`src/rtl/frame_pkg.sv`:
```
// Shared constants and types for the framed word receiver.
// Sync words, CRC parameters and the receive state encoding.
package frame_pkg;

  localparam logic [15:0] HDR      = 16'hE0E0;
  localparam logic [15:0] TRL      = 16'h0E0E;
  localparam logic [15:0] CRC_POLY = 16'h1021;
  localparam logic [15:0] CRC_INIT = 16'hFFFF;

  typedef enum logic [1:0] {
    HUNT = 2'd0,
    CHAN = 2'd1,
    DATA = 2'd2
  } rx_state_e;

endpackage

```
`src/rtl/crc16_word.sv`:
```
// Combinational CRC-16/CCITT update over one W-bit word.
// Bits are folded MSB first, no reflection.
module crc16_word
  import frame_pkg::*;
#(
  parameter int W = 16
) (
  input  logic [15:0]  crc_in,
  input  logic [W-1:0] word,
  output logic [15:0]  crc_out
);

  always_comb begin
    logic [15:0] c;
    c = crc_in;
    for (int i = W - 1; i >= 0; i--) begin
      if (c[15] ^ word[i]) begin
        c = {c[14:0], 1'b0} ^ CRC_POLY;
      end else begin
        c = {c[14:0], 1'b0};
      end
    end
    crc_out = c;
  end

endmodule

```
`src/rtl/frame_rx_stage.sv`:
```
// Framed stream receiver: hunts HDR HDR, captures channel and payload,
// checks the trailing CRC and presents whole frames in one output register.
module frame_rx_stage
  import frame_pkg::*;
#(
  parameter int W         = 16,
  parameter int MAX_WORDS = 8,
  parameter int CH_W      = 8,
  parameter int LEN_W     = $clog2(MAX_WORDS + 1)
) (
  input  logic                                clk_in,
  input  logic                                rst_n,
  input  logic [W-1:0]                        in_data,
  input  logic                                in_valid,
  output logic [MAX_WORDS*W+CH_W+LEN_W-1:0]   out_data,
  output logic                                out_valid,
  input  logic                                out_ready,
  output logic                                crc_err,
  output logic                                len_err,
  output logic                                ovf_err,
  output logic [15:0]                         frames_ok,
  output logic [15:0]                         frames_bad
);

  localparam int OW = MAX_WORDS * W + CH_W + LEN_W;
  localparam logic [LEN_W-1:0] MAXL = LEN_W'(MAX_WORDS);

  rx_state_e        r_state, w_state_nx;
  logic             r_hdr, w_hdr_nx;
  logic [W-1:0]     r_la [3];
  logic [1:0]       r_fill;
  logic [W-1:0]     r_pay [MAX_WORDS];
  logic [W-1:0]     w_pay_nx [MAX_WORDS];
  logic [LEN_W-1:0] r_cnt, w_cnt_nx;
  logic [15:0]      r_crc, w_crc_fold, w_crc_nx;
  logic [CH_W-1:0]  r_ch;
  logic [OW-1:0]    r_out, w_frame;
  logic             r_out_valid;
  logic             r_crc_err, r_len_err, r_ovf_err;
  logic [15:0]      r_ok, r_bad;

  logic w_dv, w_shift, w_eof, w_ovf_len;
  logic w_len_err, w_crc_bad, w_good, w_drop;

  crc16_word #(.W(W)) u_crc (
    .crc_in  (r_crc),
    .word    (r_la[2]),
    .crc_out (w_crc_fold)
  );

  // r_la[0] is the newest word, r_la[2] the oldest
  assign w_dv      = in_valid && (r_state == DATA);
  assign w_shift   = w_dv && (r_fill == 2'd3);
  assign w_ovf_len = w_shift && (r_cnt == MAXL);
  assign w_cnt_nx  = r_cnt + LEN_W'(w_shift);
  assign w_crc_nx  = w_shift ? w_crc_fold : r_crc;

  assign w_eof = w_dv && (r_fill >= 2'd2)
              && (in_data == W'(TRL))
              && (r_la[0] == W'(TRL));

  assign w_len_err = w_ovf_len
                  || (w_eof && (w_cnt_nx == '0));
  assign w_crc_bad = !w_ovf_len && w_eof
                  && (w_cnt_nx != '0)
                  && (w_crc_nx != 16'(r_la[1]));
  assign w_good    = !w_ovf_len && w_eof
                  && (w_cnt_nx != '0)
                  && (w_crc_nx == 16'(r_la[1]));
  assign w_drop    = w_good && r_out_valid && !out_ready;

  // Frame image includes the payload word shifted out on this edge
  always_comb begin
    w_frame = '0;
    for (int i = 0; i < MAX_WORDS; i++) begin
      w_pay_nx[i] = (w_shift && (r_cnt == LEN_W'(i)))
                  ? r_la[2] : r_pay[i];
      w_frame[OW-1-i*W -: W] = w_pay_nx[i];
    end
    w_frame[LEN_W +: CH_W] = r_ch;
    w_frame[LEN_W-1:0]     = w_cnt_nx;
  end

  always_comb begin
    w_state_nx = r_state;
    w_hdr_nx   = r_hdr;
    if (in_valid) begin
      unique case (r_state)
        HUNT: begin
          if (r_hdr && (in_data == W'(HDR))) begin
            w_state_nx = CHAN;
            w_hdr_nx   = 1'b0;
          end else begin
            w_hdr_nx = (in_data == W'(HDR));
          end
        end
        CHAN: w_state_nx = DATA;
        DATA: begin
          if (w_ovf_len || w_eof) w_state_nx = HUNT;
        end
        default: w_state_nx = HUNT;
      endcase
    end
  end

  always_ff @(posedge clk_in or negedge rst_n) begin
    if (!rst_n) begin
      r_state <= HUNT;
      r_hdr   <= 1'b0;
    end else begin
      r_state <= w_state_nx;
      r_hdr   <= w_hdr_nx;
    end
  end

  always_ff @(posedge clk_in or negedge rst_n) begin
    if (!rst_n) begin
      r_la   <= '{default: '0};
      r_pay  <= '{default: '0};
      r_fill <= '0;
      r_cnt  <= '0;
      r_crc  <= '0;
      r_ch   <= '0;
    end else if (in_valid && (r_state == CHAN)) begin
      r_ch   <= in_data[CH_W-1:0];
      r_crc  <= CRC_INIT;
      r_cnt  <= '0;
      r_fill <= '0;
      r_la   <= '{default: '0};
      r_pay  <= '{default: '0};
    end else if (w_dv) begin
      r_la[2] <= r_la[1];
      r_la[1] <= r_la[0];
      r_la[0] <= in_data;
      if (r_fill != 2'd3) r_fill <= r_fill + 2'd1;
      if (!w_ovf_len) begin
        r_pay <= w_pay_nx;
        r_cnt <= w_cnt_nx;
        r_crc <= w_crc_nx;
      end
    end
  end

  always_ff @(posedge clk_in or negedge rst_n) begin
    if (!rst_n) begin
      r_out       <= '0;
      r_out_valid <= 1'b0;
      r_crc_err   <= 1'b0;
      r_len_err   <= 1'b0;
      r_ovf_err   <= 1'b0;
      r_ok        <= '0;
      r_bad       <= '0;
    end else begin
      r_crc_err <= w_crc_bad;
      r_len_err <= w_len_err;
      r_ovf_err <= w_drop;
      if (w_good && !w_drop) begin
        r_out       <= w_frame;
        r_out_valid <= 1'b1;
        if (r_ok != 16'hFFFF) r_ok <= r_ok + 16'd1;
      end else if (out_ready) begin
        r_out_valid <= 1'b0;
      end
      if ((w_len_err || w_crc_bad || w_drop)
          && (r_bad != 16'hFFFF)) begin
        r_bad <= r_bad + 16'd1;
      end
    end
  end

  assign out_data   = r_out;
  assign out_valid  = r_out_valid;
  assign crc_err    = r_crc_err;
  assign len_err    = r_len_err;
  assign ovf_err    = r_ovf_err;
  assign frames_ok  = r_ok;
  assign frames_bad = r_bad;

endmodule

```
`config.mk`:
```
export PLATFORM = sky130hd
export DESIGN_NAME = frame_rx_stage
export DESIGN_NICKNAME = d
export VERILOG_FILES = /design/src/rtl/frame_pkg.sv /design/src/rtl/crc16_word.sv /design/src/rtl/frame_rx_stage.sv
export SDC_FILE = /design/constraint.sdc
export NUM_CORES = 1
export LEC_CHECK = 0
export BUFFER_PORTS_ARGS = -buffer_cell sky130_fd_sc_hd__buf_2
export CAP_MARGIN = 20
export CORE_ASPECT_RATIO = 1.25
export CORE_MARGIN = 3
export CORE_UTILIZATION = 25
export CTS_CLUSTER_DIAMETER = 120
export DETAILED_ROUTE_END_ITERATION = 16
export HOLD_SLACK_MARGIN = 0.03
export PLACE_DENSITY_LB_ADDON = 0.2
export SLEW_MARGIN = 5
export SYNTH_ARGS = -nofsm -noshare
export SYNTH_HDL_FRONTEND = slang
export SYNTH_HIERARCHICAL = 1
export SYNTH_SLANG_ARGS = --single-unit
```
`constraint.sdc`:
```
create_clock -name clk_in -period 4.5 [get_ports clk_in]
set_input_delay 0.675 -clock clk_in [delete_from_list [all_inputs] [get_ports clk_in]]
set_output_delay 0.675 -clock clk_in [all_outputs]
set_load 0.005 [all_outputs]
```
==> key figures, run 1 <==
Detailed routing
  – DRT antenna net count: 0
  – Drt first pass iters: 5
  – Final wirelength: 53,000 um
  – Detailed Route Iter0 Violations: about 790
  – Routed len/inst: 20.0 um
  – Vias per std cell: 4.64
  – Routed vias: 12,300
  – DRC Markers: 0

Logic synthesis
  – Ys flop type: dfrtp_1
  – Sequential fraction of the synthesis area: between 50 and 60%
  – #FFs+latches synth: approximately 390
  – Synth Cell Area: 17,500 um2
  – Synth Instances: 1,499
  – Syn_nets: around 1,500
  – Yosys warnings: 6
  – Netlist cell types: 66
  – Post-synth ARST share: 100%
  – Post-synth EDFFs: 0
  – Avg Cell Area, Syn: 11.6 um2

GRT
  – Initial antenna violation count: 0
  – Total gr overflow: 0
  – Vias in the first global route: ~12,000
  – Largest net degree at the start of global routing: approximately 90
  – Global-route wire length before repair: 80,400 um
  – GRT Overall Usage: roughly 14%

Setup path
  – R2R depth: 14
  – R2R setup slack: 0.42 ns
  – Crit-path max FO: 45
  – Kind of end point of the critical path: flip-flop
  – Worst Path Required: 4.98 ns
  – WS Path Type: flip-flop to flip-flop
  – CP arrival: 4.56 ns
  – Crit path launch type: flip-flop

Timing
  – Final Hold Fails: 0
  – Clk_skew: around 0.019 ns
  – RSZ-0062 raised after global routing: no
  – Slew HR: 42.2%
  – Final Cycle Share: 90.6%
  – Worst-Margin Slew: 0.865 ns
  – Final Max Tran Viols: 0
  – Total negative slack: 0 ns
  – Clock period minus worst slack: 4.08 ns
  – FMAX: between 0.2 and 0.25 GHz
  – Post-route setup slack: 0.422 ns
  – Final setup vio count: 0

Finish
  – Final Non-Filler Cells: 2,646
  – Post-layout net count: about 1,700
  – Layout area overhead: 21.4%
  – Ant diodes: 0
  – Layout fillers: roughly 7,000
  – Share of layout cells above drive strength 1: 26.2%

Place
  – Hpwl dp: 35,200 um
  – Dpl ws: 0.330 ns
  – Placed cell count: 2,561
  – GPL Wtd Cong: 0.830
  – Port buffer count: 195

CTS
  – H-tree depth: 2
  – Clock-pin slew on the worst setup and hold paths: 0.06 ns
  – # Post-CTS Setup Buffers: 0
  – Clk sinks: 385
  – CTS Root Cell: clkbuf_16
  – Clk buf depth: 3
  – CTS resizes: 0
  – CTS tree: done
  – Clock Latency Late Sink: 0.58 ns
  – CTS Hold Bufs: 0
  – TritonCTS Buffers: 45

Die
  – Site row count: 107
  – Core area: about 69,000 um2
  – Starting Density: 25.4%
  – Die Y: 301 um
  – Io pins: approximately 200
  – Die area: 73,000 um2
  – DIE WIDTH: 242 um

Power
  – Pwr dens: 558 nW/um2
  – Max VDD drop: 0.000576 V
  – LEAKAGE: 9.74 nW

Worst hold path
  – Tightest Hold Check Type: input pin to async pin

Job
  – Max Cap Viol: 0

Status
  – Status: complete, no violations
-- worst paths after layout --
check / end / from
max: frames_ok[12]$_DFFE_PN0P_ / r_crc[15]$_DFFE_PN0P_
min: frames_ok[4]$_DFFE_PN0P_ / rst_n
max reg2reg: frames_ok[12]$_DFFE_PN0P_ / r_crc[15]$_DFFE_PN0P_
min reg2reg: r_ch[4]$_DFFE_PN0P_ / r_ch[4]$_DFFE_PN0P_
max in group asynchronous: out_data[74]$_DFFE_PN0P_ / rst_n
min in group clk_in: r_ch[0]$_DFFE_PN0P_ / in_data[0]
-- layout make-up --
type	instances	area [um2]	share of cell area, %
timing repair buffer	265	1600	7.56
inverter	16	60.1	0.283
clock inverter	20	250	1.18
clock buffer	61	1280	6.02
tap	926	1160	5.47
sequential	385	9630	45.5
multi-input combinational	973	7210	34.0
-- stage by stage --
stage | instance area (um2) | total power, W | hold WS, ns | utilization (%)
after global placement | 19600 | 0.00812 | 0.454 | 28.6
after floorplan | 17500 | 0.00679 | 0.379 | -
after global routing | 21200 | 0.0125 | 0.178 | 30.9
after CTS | 21200 | 0.0120 | 0.148 | 30.8
final | 21200 | 0.0118 | 0.138 | 30.9
after detailed placement | 19600 | 0.00811 | 0.458 | 28.6
-- logic make-up (layout without fill, tap and decap cells) --
group | after synthesis | count (layout) | synth area share [%]
fa+ha+maj | 6 | 6 | 0.430
flops | 385 | 385 | 55.2
simple gates | 349 | 349 | 9.91
buf+inv | 141 | 362 | 3.88
mux | 144 | 144 | 8.36
xor+xnor | 98 | 98 | 5.61
compound gates | 376 | 376 | 16.6
-- metal layers --
metal  GRT usage, %  wire length (um)
met4           4.24              1380
met2           24.9             26600
met3           2.40              1930
met1           18.2             23100
met5              0                 0
-- sequential cells by signal, summed over array words and instances (netlist names), 2 cells and up --
register    cells
r_la           48
r_crc          16
out_data      140
r_ch            8
r_fill          2
r_pay         128
r_state         2
frames_bad     16
r_cnt           4
frames_ok      16
-- layout by cell type (no fill, tap or decap), drive strengths merged, types with 5 or more instances in the layout --
| master | instances |
|---|---|
| nor3 | 14 |
| and3 | 13 |
| buf | 265 |
| clkbuf | 61 |
| dfrtp | 385 |
| nand2 | 48 |
| ha | 6 |
| nor4 | 11 |
| clkinv | 11 |
| nand4 | 19 |
| a22o | 172 |
| xor2 | 32 |
| nand3 | 27 |
| mux2i | 130 |
| a21oi | 148 |
| nor2 | 163 |
| nor2b | 7 |
| nand2b | 8 |
| xnor2 | 61 |
| bufinv | 5 |
| o21ai | 17 |
| and4 | 5 |
| nor3b | 5 |
| and2 | 5 |
| inv | 19 |
| mux2 | 14 |
| o22ai | 16 |
| nor4b | 5 |
-- critical path, stage by stage (launching register included) --
cell	delay (ns)
dfrtp_1	0.46
xor2_2	0.19
buf_4	0.17
xnor2_1	0.38
xnor3_1	0.51
xnor2_1	0.27
xor2_1	0.12
nor3_1	0.19
a32o_1	0.19
nand3_1	0.18
nor4_2	0.47
buf_4	0.30
buf_12	0.23
a41oi_1	0.15
a31oi_1	0.17
-- synth_stat cells (14+ instances only) --
cell type,n,area [um2]
nand2_1,48,180
buf_1,22,82.6
xnor2_1,58,508
clkbuf_1,66,248
nor2_1,163,612
mux2i_1,130,1300
a22o_1,172,1510
nand4_1,19,119
mux2_2,14,158
o21ai_0,17,85.1
nand3_1,27,135
a21oi_2,69,604
xor2_1,30,263
dfrtp_1,385,9630
inv_1,15,56.3
buf_4,14,105
o22ai_1,16,100
a21oi_1,79,395
-- report_power, final --
part / switching [W] / total (W) / internal, W
clock: 0.00150 / 0.00378 / 0.00228
sequential: 0.000314 / 0.00406 / 0.00374
combinational: 0.00232 / 0.00399 / 0.00168
total: 0.00413 / 0.0118 / 0.00770
Note: power is estimated with default switching activity, not from simulation.
==> inputs of run 2 (changes only) <==
--- a/config.mk
+++ b/config.mk
@@ -5,10 +5,9 @@
 export SDC_FILE = /design/constraint.sdc
 export NUM_CORES = 1
 export LEC_CHECK = 0
-export BUFFER_PORTS_ARGS = -buffer_cell sky130_fd_sc_hd__buf_2
+export BUFFER_PORTS_ARGS = -buffer_cell sky130_fd_sc_hd__clkbuf_2
 export CAP_MARGIN = 20
 export CORE_ASPECT_RATIO = 1.25
-export CORE_MARGIN = 3
 export CORE_UTILIZATION = 25
 export CTS_CLUSTER_DIAMETER = 120
 export DETAILED_ROUTE_END_ITERATION = 16
==> constraint.sdc (replaced) <==
create_clock -name clk_in -period 4.68 [get_ports clk_in]
set_input_delay 0.702 -clock clk_in [delete_from_list [all_inputs] [get_ports clk_in]]
set_output_delay 0.702 -clock clk_in [all_outputs]
set_load 0.005 [all_outputs]
==> run 2 against run 1 <==
Combinational power down 5%; clock power fell by 2%; critical path depth stayed put; sequential cell count unchanged; sequential power down 4%; critical path type unchanged.
==> key figures, run 2 (synthesized netlist as in run 1, its figures left out) <==
CTS
  – H-tree depth: 2
  – Clk sinks: a little under 400
  – Clk buf depth: 3
  – CTS tree: done
  – Clock Latency Late Sink: 0.60 ns
  – CTS resizes: 0
  – CTS Hold Bufs: 0
  – TritonCTS Buffers: 46
  – Clock-pin slew on the worst setup and hold paths: 0.06 ns
  – CTS Root Cell: clkbuf_16
  – # Post-CTS Setup Buffers: 0

Timing
  – Total negative slack: 0 ns
  – RSZ-0062 raised after global routing: no
  – Final Cycle Share: 93.8%
  – Clk_skew: 0.0297 ns
  – Worst-Margin Slew: 0.872 ns
  – Final Hold Fails: 0
  – Final setup vio count: 0
  – Post-route setup slack: 0.292 ns
  – Final Max Tran Viols: 0
  – Clock period minus worst slack: about 4.4 ns
  – Slew HR: 41.6%
  – FMAX: approximately 0.23 GHz

Power
  – Max VDD drop: 0.000432 V
  – Pwr dens: 537 nW/um2
  – LEAKAGE: 9.57 nW

Setup path
  – Kind of end point of the critical path: flip-flop
  – CP arrival: roughly 4.9 ns
  – R2R depth: 14
  – Reg-to-reg critical path endpoint: out_data[101]$_DFFE_PN0P_
  – R2R setup slack: 0.29 ns
  – Worst Path Required: 5.20 ns
  – Reg-to-reg startpoint: r_crc[15]$_DFFE_PN0P_
  – WS Path Type: flip-flop to flip-flop
  – Crit path launch type: flip-flop
  – Critical path origin: r_crc[15]$_DFFE_PN0P_
  – Crit path to: out_data[101]$_DFFE_PN0P_
  – Crit-path max FO: 48

Detailed routing
  – Final wirelength: 53,200 um
  – Routed vias: between 10,000 and 15,000
  – Detailed Route Iter0 Violations: 726
  – Routed len/inst: 20.1 um
  – Vias per std cell: 4.67
  – DRT antenna net count: 0
  – DRC Markers: 0
  – Drt first pass iters: 5

Die
  – Core area: between 60,000 and 70,000 um2
  – Site row count: 107
  – Io pins: roughly 200
  – Die Y: 297 um
  – Starting Density: roughly 25%
  – DIE WIDTH: roughly 240 um
  – Die area: 70,900 um2

Status
  – Status: complete, no violations

Place
  – Hpwl dp: 35,000 um
  – Area after DPL: 19,600 um2
  – Port buffer count: 195
  – GPL Wtd Cong: 0.825
  – Dpl ws: between 0.1 and 0.15 ns

GRT
  – Vias in the first global route: 12,400
  – Global-route wire length before repair: 80,200 um
  – GRT Overall Usage: 14.9%
  – Initial antenna violation count: 2
  – Largest net degree at the start of global routing: approximately 110
  – Total gr overflow: 0

Finish
  – Commonest non-fill, non-tap cell in the layout: dfrtp_1
  – Fin area: 21,300 um2
  – Max reg flops: 140
  – Post-layout net count: 1,709
  – Flip-flop and latch area: 9630 um2
  – Ant diodes: 0
  – Share of layout cells above drive strength 1: 26.2%
  – Multi-input logic area: 7210 um2
  – Layout fillers: 7,065
  – Most frequent cells in the layout: dfrtp_1, clkbuf_2, a22o_1
  – Layout area overhead: 21.8%

Job
  – Max Cap Viol: 0

Worst hold path
  – Tightest Hold Check Type: input pin to async pin
## run 2: cell types whose count changed in the layout (fill, tap and decap cells not counted), sizes merged
cell	delta
clkinvlp	+3
bufinv	-1
buf	-198
clkbuf	+193
## run 2: routing by layer
layer  vias to the layer above  GRT usage, %  wire length [um]
met5                         -             0                17
li1                       5764             -                 -
met3                        68          2.77              2260
met4                         2          3.97              1160
met2                       277          25.3             26500
met1                      6231          19.2             23300
## run 2: cell type report
type | instances | share of cell area [%]
inverters | 16 | 0.282
well taps | 926 | 5.45
repair buffers | 261 | 7.61
clock buffers | 60 | 6.04
multi-input cells | 973 | 33.9
flip-flops and latches | 385 | 45.3
clock inverters | 22 | 1.38
## run 2: worst max-delay path: stages, from the launching register on
cell and delay [ns]:
dfrtp_1 0.47, xor2_2 0.26, xor3_2 0.53, xnor2_1 0.37
xor2_1 0.31, xnor2_1 0.19, nand2_1 0.08, nor4_1 0.30
o2111ai_1 0.37, nor4_2 0.50, buf_4 0.25, buf_12 0.18
buf_12 0.26, nor2_1 0.08, a21oi_2 0.12
## run 2: power breakdown
part	total [W]	switching [W]	internal [W]
Clock	0.00372	0.00154	0.00218
Sequential	0.00391	0.000311	0.00360
Combinational	0.00379	0.00220	0.00159
Total	0.0114	0.00405	0.00737
## run 2: worst min-delay path by stage
stage | from | end | slack [ns]
floorplan | rst_n | crc_err$_DFF_PN0_ | 0.41
global placement | r_ch[7]$_DFFE_PN0P_ | r_ch[7]$_DFFE_PN0P_ | 0.46
detailed placement | r_ch[5]$_DFFE_PN0P_ | r_ch[5]$_DFFE_PN0P_ | 0.46
CTS | rst_n | frames_bad[3]$_DFFE_PN0P_ | 0.10
global route | rst_n | frames_bad[3]$_DFFE_PN0P_ | 0.13
finish | rst_n | frames_bad[3]$_DFFE_PN0P_ | 0.09
## run 2: metrics by stage
stage               utilization [%]  power, W  hold slack [ns]  cells
finish                         31.0    0.0114           0.0881   2643
global route                   31.0    0.0120            0.129   2643
CTS                            31.0    0.0116            0.103   2638
detailed placement             28.7   0.00776            0.459   2556
global placement               28.6   0.00777            0.456   2553
floorplan                         -   0.00653            0.406   1499
==> inputs of run 3 (changes only) <==
--- a/config.mk
+++ b/config.mk
@@ -7,7 +7,6 @@
 export LEC_CHECK = 0
 export BUFFER_PORTS_ARGS = -buffer_cell sky130_fd_sc_hd__clkbuf_2
 export CAP_MARGIN = 20
-export CORE_ASPECT_RATIO = 1.25
 export CORE_UTILIZATION = 25
 export CTS_CLUSTER_DIAMETER = 120
 export DETAILED_ROUTE_END_ITERATION = 16
@@ -16,5 +15,4 @@
 export SLEW_MARGIN = 5
 export SYNTH_ARGS = -nofsm -noshare
 export SYNTH_HDL_FRONTEND = slang
-export SYNTH_HIERARCHICAL = 1
 export SYNTH_SLANG_ARGS = --single-unit
==> run 3 against run 2 <==
Cell count down 1.1%; sequential cell count unchanged; non-clock buffer count down 11; register-to-register slack about the same; sequential power down 3%; total power down 6.4%; area after synthesis down 1.3%; critical path depth down 3; critical path type unchanged.
==> key figures, run 3 <==
Status
  – Status: complete, no violations

Setup path
  – CP Cell Sequence: xor2_2 -> xor2_1 -> xnor3_2 -> xnor2_1 -> or2_1 -> mux2_2 -> a2111o_1 -> or4_4 -> buf_12 -> nand2_1 -> o21ai_0
  – Crit. path cell count: 11
  – R2R depth: 11
  – Critical-path top delay cell: or4_4
  – Worst path bufs/invs: 1
  – R2R setup slack: between 0.2 and 0.3 ns
  – Slowest Stage Delay on Critical Path: between 0.7 and 0.8 ns
  – Reg-to-reg startpoint: r_crc[15]$_DFFE_PN0P_
  – Delay-heaviest family, CP: XOR/XNOR gates
  – Crit path launch type: flip-flop
  – Reg-to-reg critical path endpoint: out_data[71]$_DFFE_PN0P_
  – Crit-path max FO: between 100 and 150
  – Kind of end point of the critical path: flip-flop
  – WS Path Type: flip-flop to flip-flop
  – Worst Path Required: about 5.1 ns
  – CP arrival: 4.82 ns

Die
  – Starting Density: 25.5%
  – DIE WIDTH: between 200 and 300 um
  – Die Y: 265 um
  – Site row count: between 90 and 100
  – Die area: 70,000 um2
  – Core area: 67,600 um2
  – Io pins: 196

Power
  – Pwr dens: 509 nW/um2
  – Clk network pwr share: 36.5%
  – Max VDD drop: approximately 0.00035 V
  – Switching Share: 31.6%
  – LEAKAGE: 9.47 nW
  – Combinational fraction of design power: 28.0%
  – Power Total: 0.0107 W
  – Register share of total power: 35.5%
  – Sw Pwr: 0.00338 W
  – Pint: 0.00731 W

Finish
  – Most frequent cells in the layout: dfrtp_1, nand2_1, clkbuf_2
  – Layout fillers: 6,880
  – Commonest non-fill, non-tap cell in the layout: dfrtp_1
  – Share of layout cells above drive strength 1: 20.5%
  – Flip-flop and latch area: about 9600 um2
  – Post-layout net count: roughly 1,700
  – Layout area overhead: 21.8%
  – Multi-input logic area: 7130 um2
  – Ant diodes: 0
  – Max reg flops: 140

CTS
  – Clk sinks: 385
  – Clock Latency Late Sink: about 0.59 ns
  – CTS Hold Bufs: 0
  – CTS tree: done
  – TritonCTS Buffers: 46
  – Clock-pin slew on the worst setup and hold paths: 0.06 ns
  – CTS Root Cell: clkbuf_16
  – H-tree depth: 2
  – Clk buf depth: 3

Detailed routing
  – DRC Markers: 0
  – Drt first pass iters: 5
  – Routed len/inst: 19.6 um
  – Final wirelength: 51,300 um
  – Vias per std cell: 4.74
  – Routed vias: 12,400
  – DRT antenna net count: 0
  – Detailed Route Iter0 Violations: ~920

Logic synthesis
  – Post-synth EDFFs: 0
  – Synth Cell Area: between 15,000 and 20,000 um2
  – Sequential fraction of the synthesis area: 55.9%
  – Syn_nets: 1,560
  – Area contributors post-synth: dfrtp_1, a22o_1, mux2i_1
  – Yosys warnings: 0
  – Post-synth ARST share: 100%
  – Synth top area share: 55.9%
  – #FFs+latches synth: about 390
  – Avg Cell Area, Syn: 11.2 um2
  – Synth area leader: dfrtp_1
  – Top post-synthesis cells by count: dfrtp_1, nand2_1, a22o_1
  – Synth Instances: 1,534
  – Netlist cell types: 52
  – Ys flop type: dfrtp_1
  – Count leader, synth: dfrtp_1

Timing
  – Final Max Tran Viols: 0
  – Final Cycle Share: between 90 and 100%
  – Final setup vio count: 0
  – Clock period minus worst slack: 4.38 ns
  – Clk_skew: 0.0251 ns
  – Worst-Margin Slew: 1.02 ns
  – Final Hold Fails: 0
  – RSZ-0062 raised after global routing: no
  – Slew HR: 31.1%
  – FMAX: 0.228 GHz
  – Total negative slack: 0 ns

Place
  – Hpwl dp: 32,500 um
  – Port buffer count: approximately 200
  – GPL Wtd Cong: roughly 0.82

GRT
  – GRT Overall Usage: 14.3%
  – Vias in the first global route: 12,100
  – Largest net degree at the start of global routing: 131
  – Initial antenna violation count: 0
  – Global-route wire length before repair: 77,400 um
  – Total gr overflow: 0

Job
  – Max Cap Viol: 0

Worst hold path
  – Tightest Hold Check Type: input pin to async pin
## run 3: cell count changes in the layout (fill, tap and decap cells not counted), sizes merged, moves of 8 or more
cell	change
nor2	-99
nand2	+156
buf	-11
xnor2	-11
o21ai	+128
xor2	+19
a21oi	-125
inv	-10
o22ai	-14
nand4	-8
## run 3: logic make-up after synthesis
kind of cell	after synthesis	synth area share, %
AOI/OAI and AO/OA	364	14.8
buffers and inverters	132	3.12
muxes	152	8.96
DFF	385	55.9
adders and majority gates	6	0.436
xor gates and xnor gates	113	6.83
and+or+nand+nor	382	9.93
## run 3: power by group through the flow
stage                     Combinational [W]  Clock, W  Sequential (W)
after global placement              0.00300         0         0.00385
after floorplan                     0.00213         0         0.00374
final                               0.00299   0.00390         0.00380
after detailed placement            0.00300         0         0.00385
after CTS                           0.00302   0.00402         0.00379
after global routing                0.00324   0.00416         0.00383
## run 3: final cells by class
cell class                 instances  share of cell area, %
sequential                       385                   45.9
multi-input combinational       1018                   34.0
timing repair buffer             250                   6.96
clock buffer                      66                   6.37
tap                              873                   5.20
clock inverter                    15                   1.48
inverter                           8                  0.143
## run 3: per-stage QoR
step	instances	setup WS, ns	utilization [%]	instance area, um2	hold WS (ns)
finish	2615	0.300	31.0	21000	0.0753
global route	2615	0.0304	31.0	21000	0.0966
CTS	2612	0.261	31.0	21000	0.0795
detailed placement	2531	0.305	28.6	19300	0.464
global placement	2528	0.306	28.5	19300	0.461
floorplan	1534	0.537	-	17200	0.406
## run 3: worst max-delay path by stage
stage | start | end | slack, ns
after floorplan | r_la[15]$_DFFE_PN0P_ | frames_ok[1]$_DFFE_PN0P_ | 0.54
after global placement | r_crc[7]$_DFFE_PN0P_ | out_data[114]$_DFFE_PN0P_ | 0.31
after detailed placement | r_crc[7]$_DFFE_PN0P_ | out_data[74]$_DFFE_PN0P_ | 0.31
after CTS | r_crc[7]$_DFFE_PN0P_ | out_data[122]$_DFFE_PN0P_ | 0.26
after global routing | r_crc[7]$_DFFE_PN0P_ | out_data[40]$_DFFE_PN0P_ | 0.03
final | r_crc[15]$_DFFE_PN0P_ | out_data[71]$_DFFE_PN0P_ | 0.30
## run 3: what timing repair did
item                                   CTS  global route
setup endpoints to repair                0            68
setup buffers                            0             0
endpoints found under the hold margin    0             0
gates resized for setup                  0             2
## run 3: routing by layer
metal	vias up	global-route usage [%]	wire [um]
li1	5826	-	-
met1	6206	20.9	25100
met2	293	21.8	23100
met3	60	2.49	2310
met4	0	3.33	795
met5	-	0	0
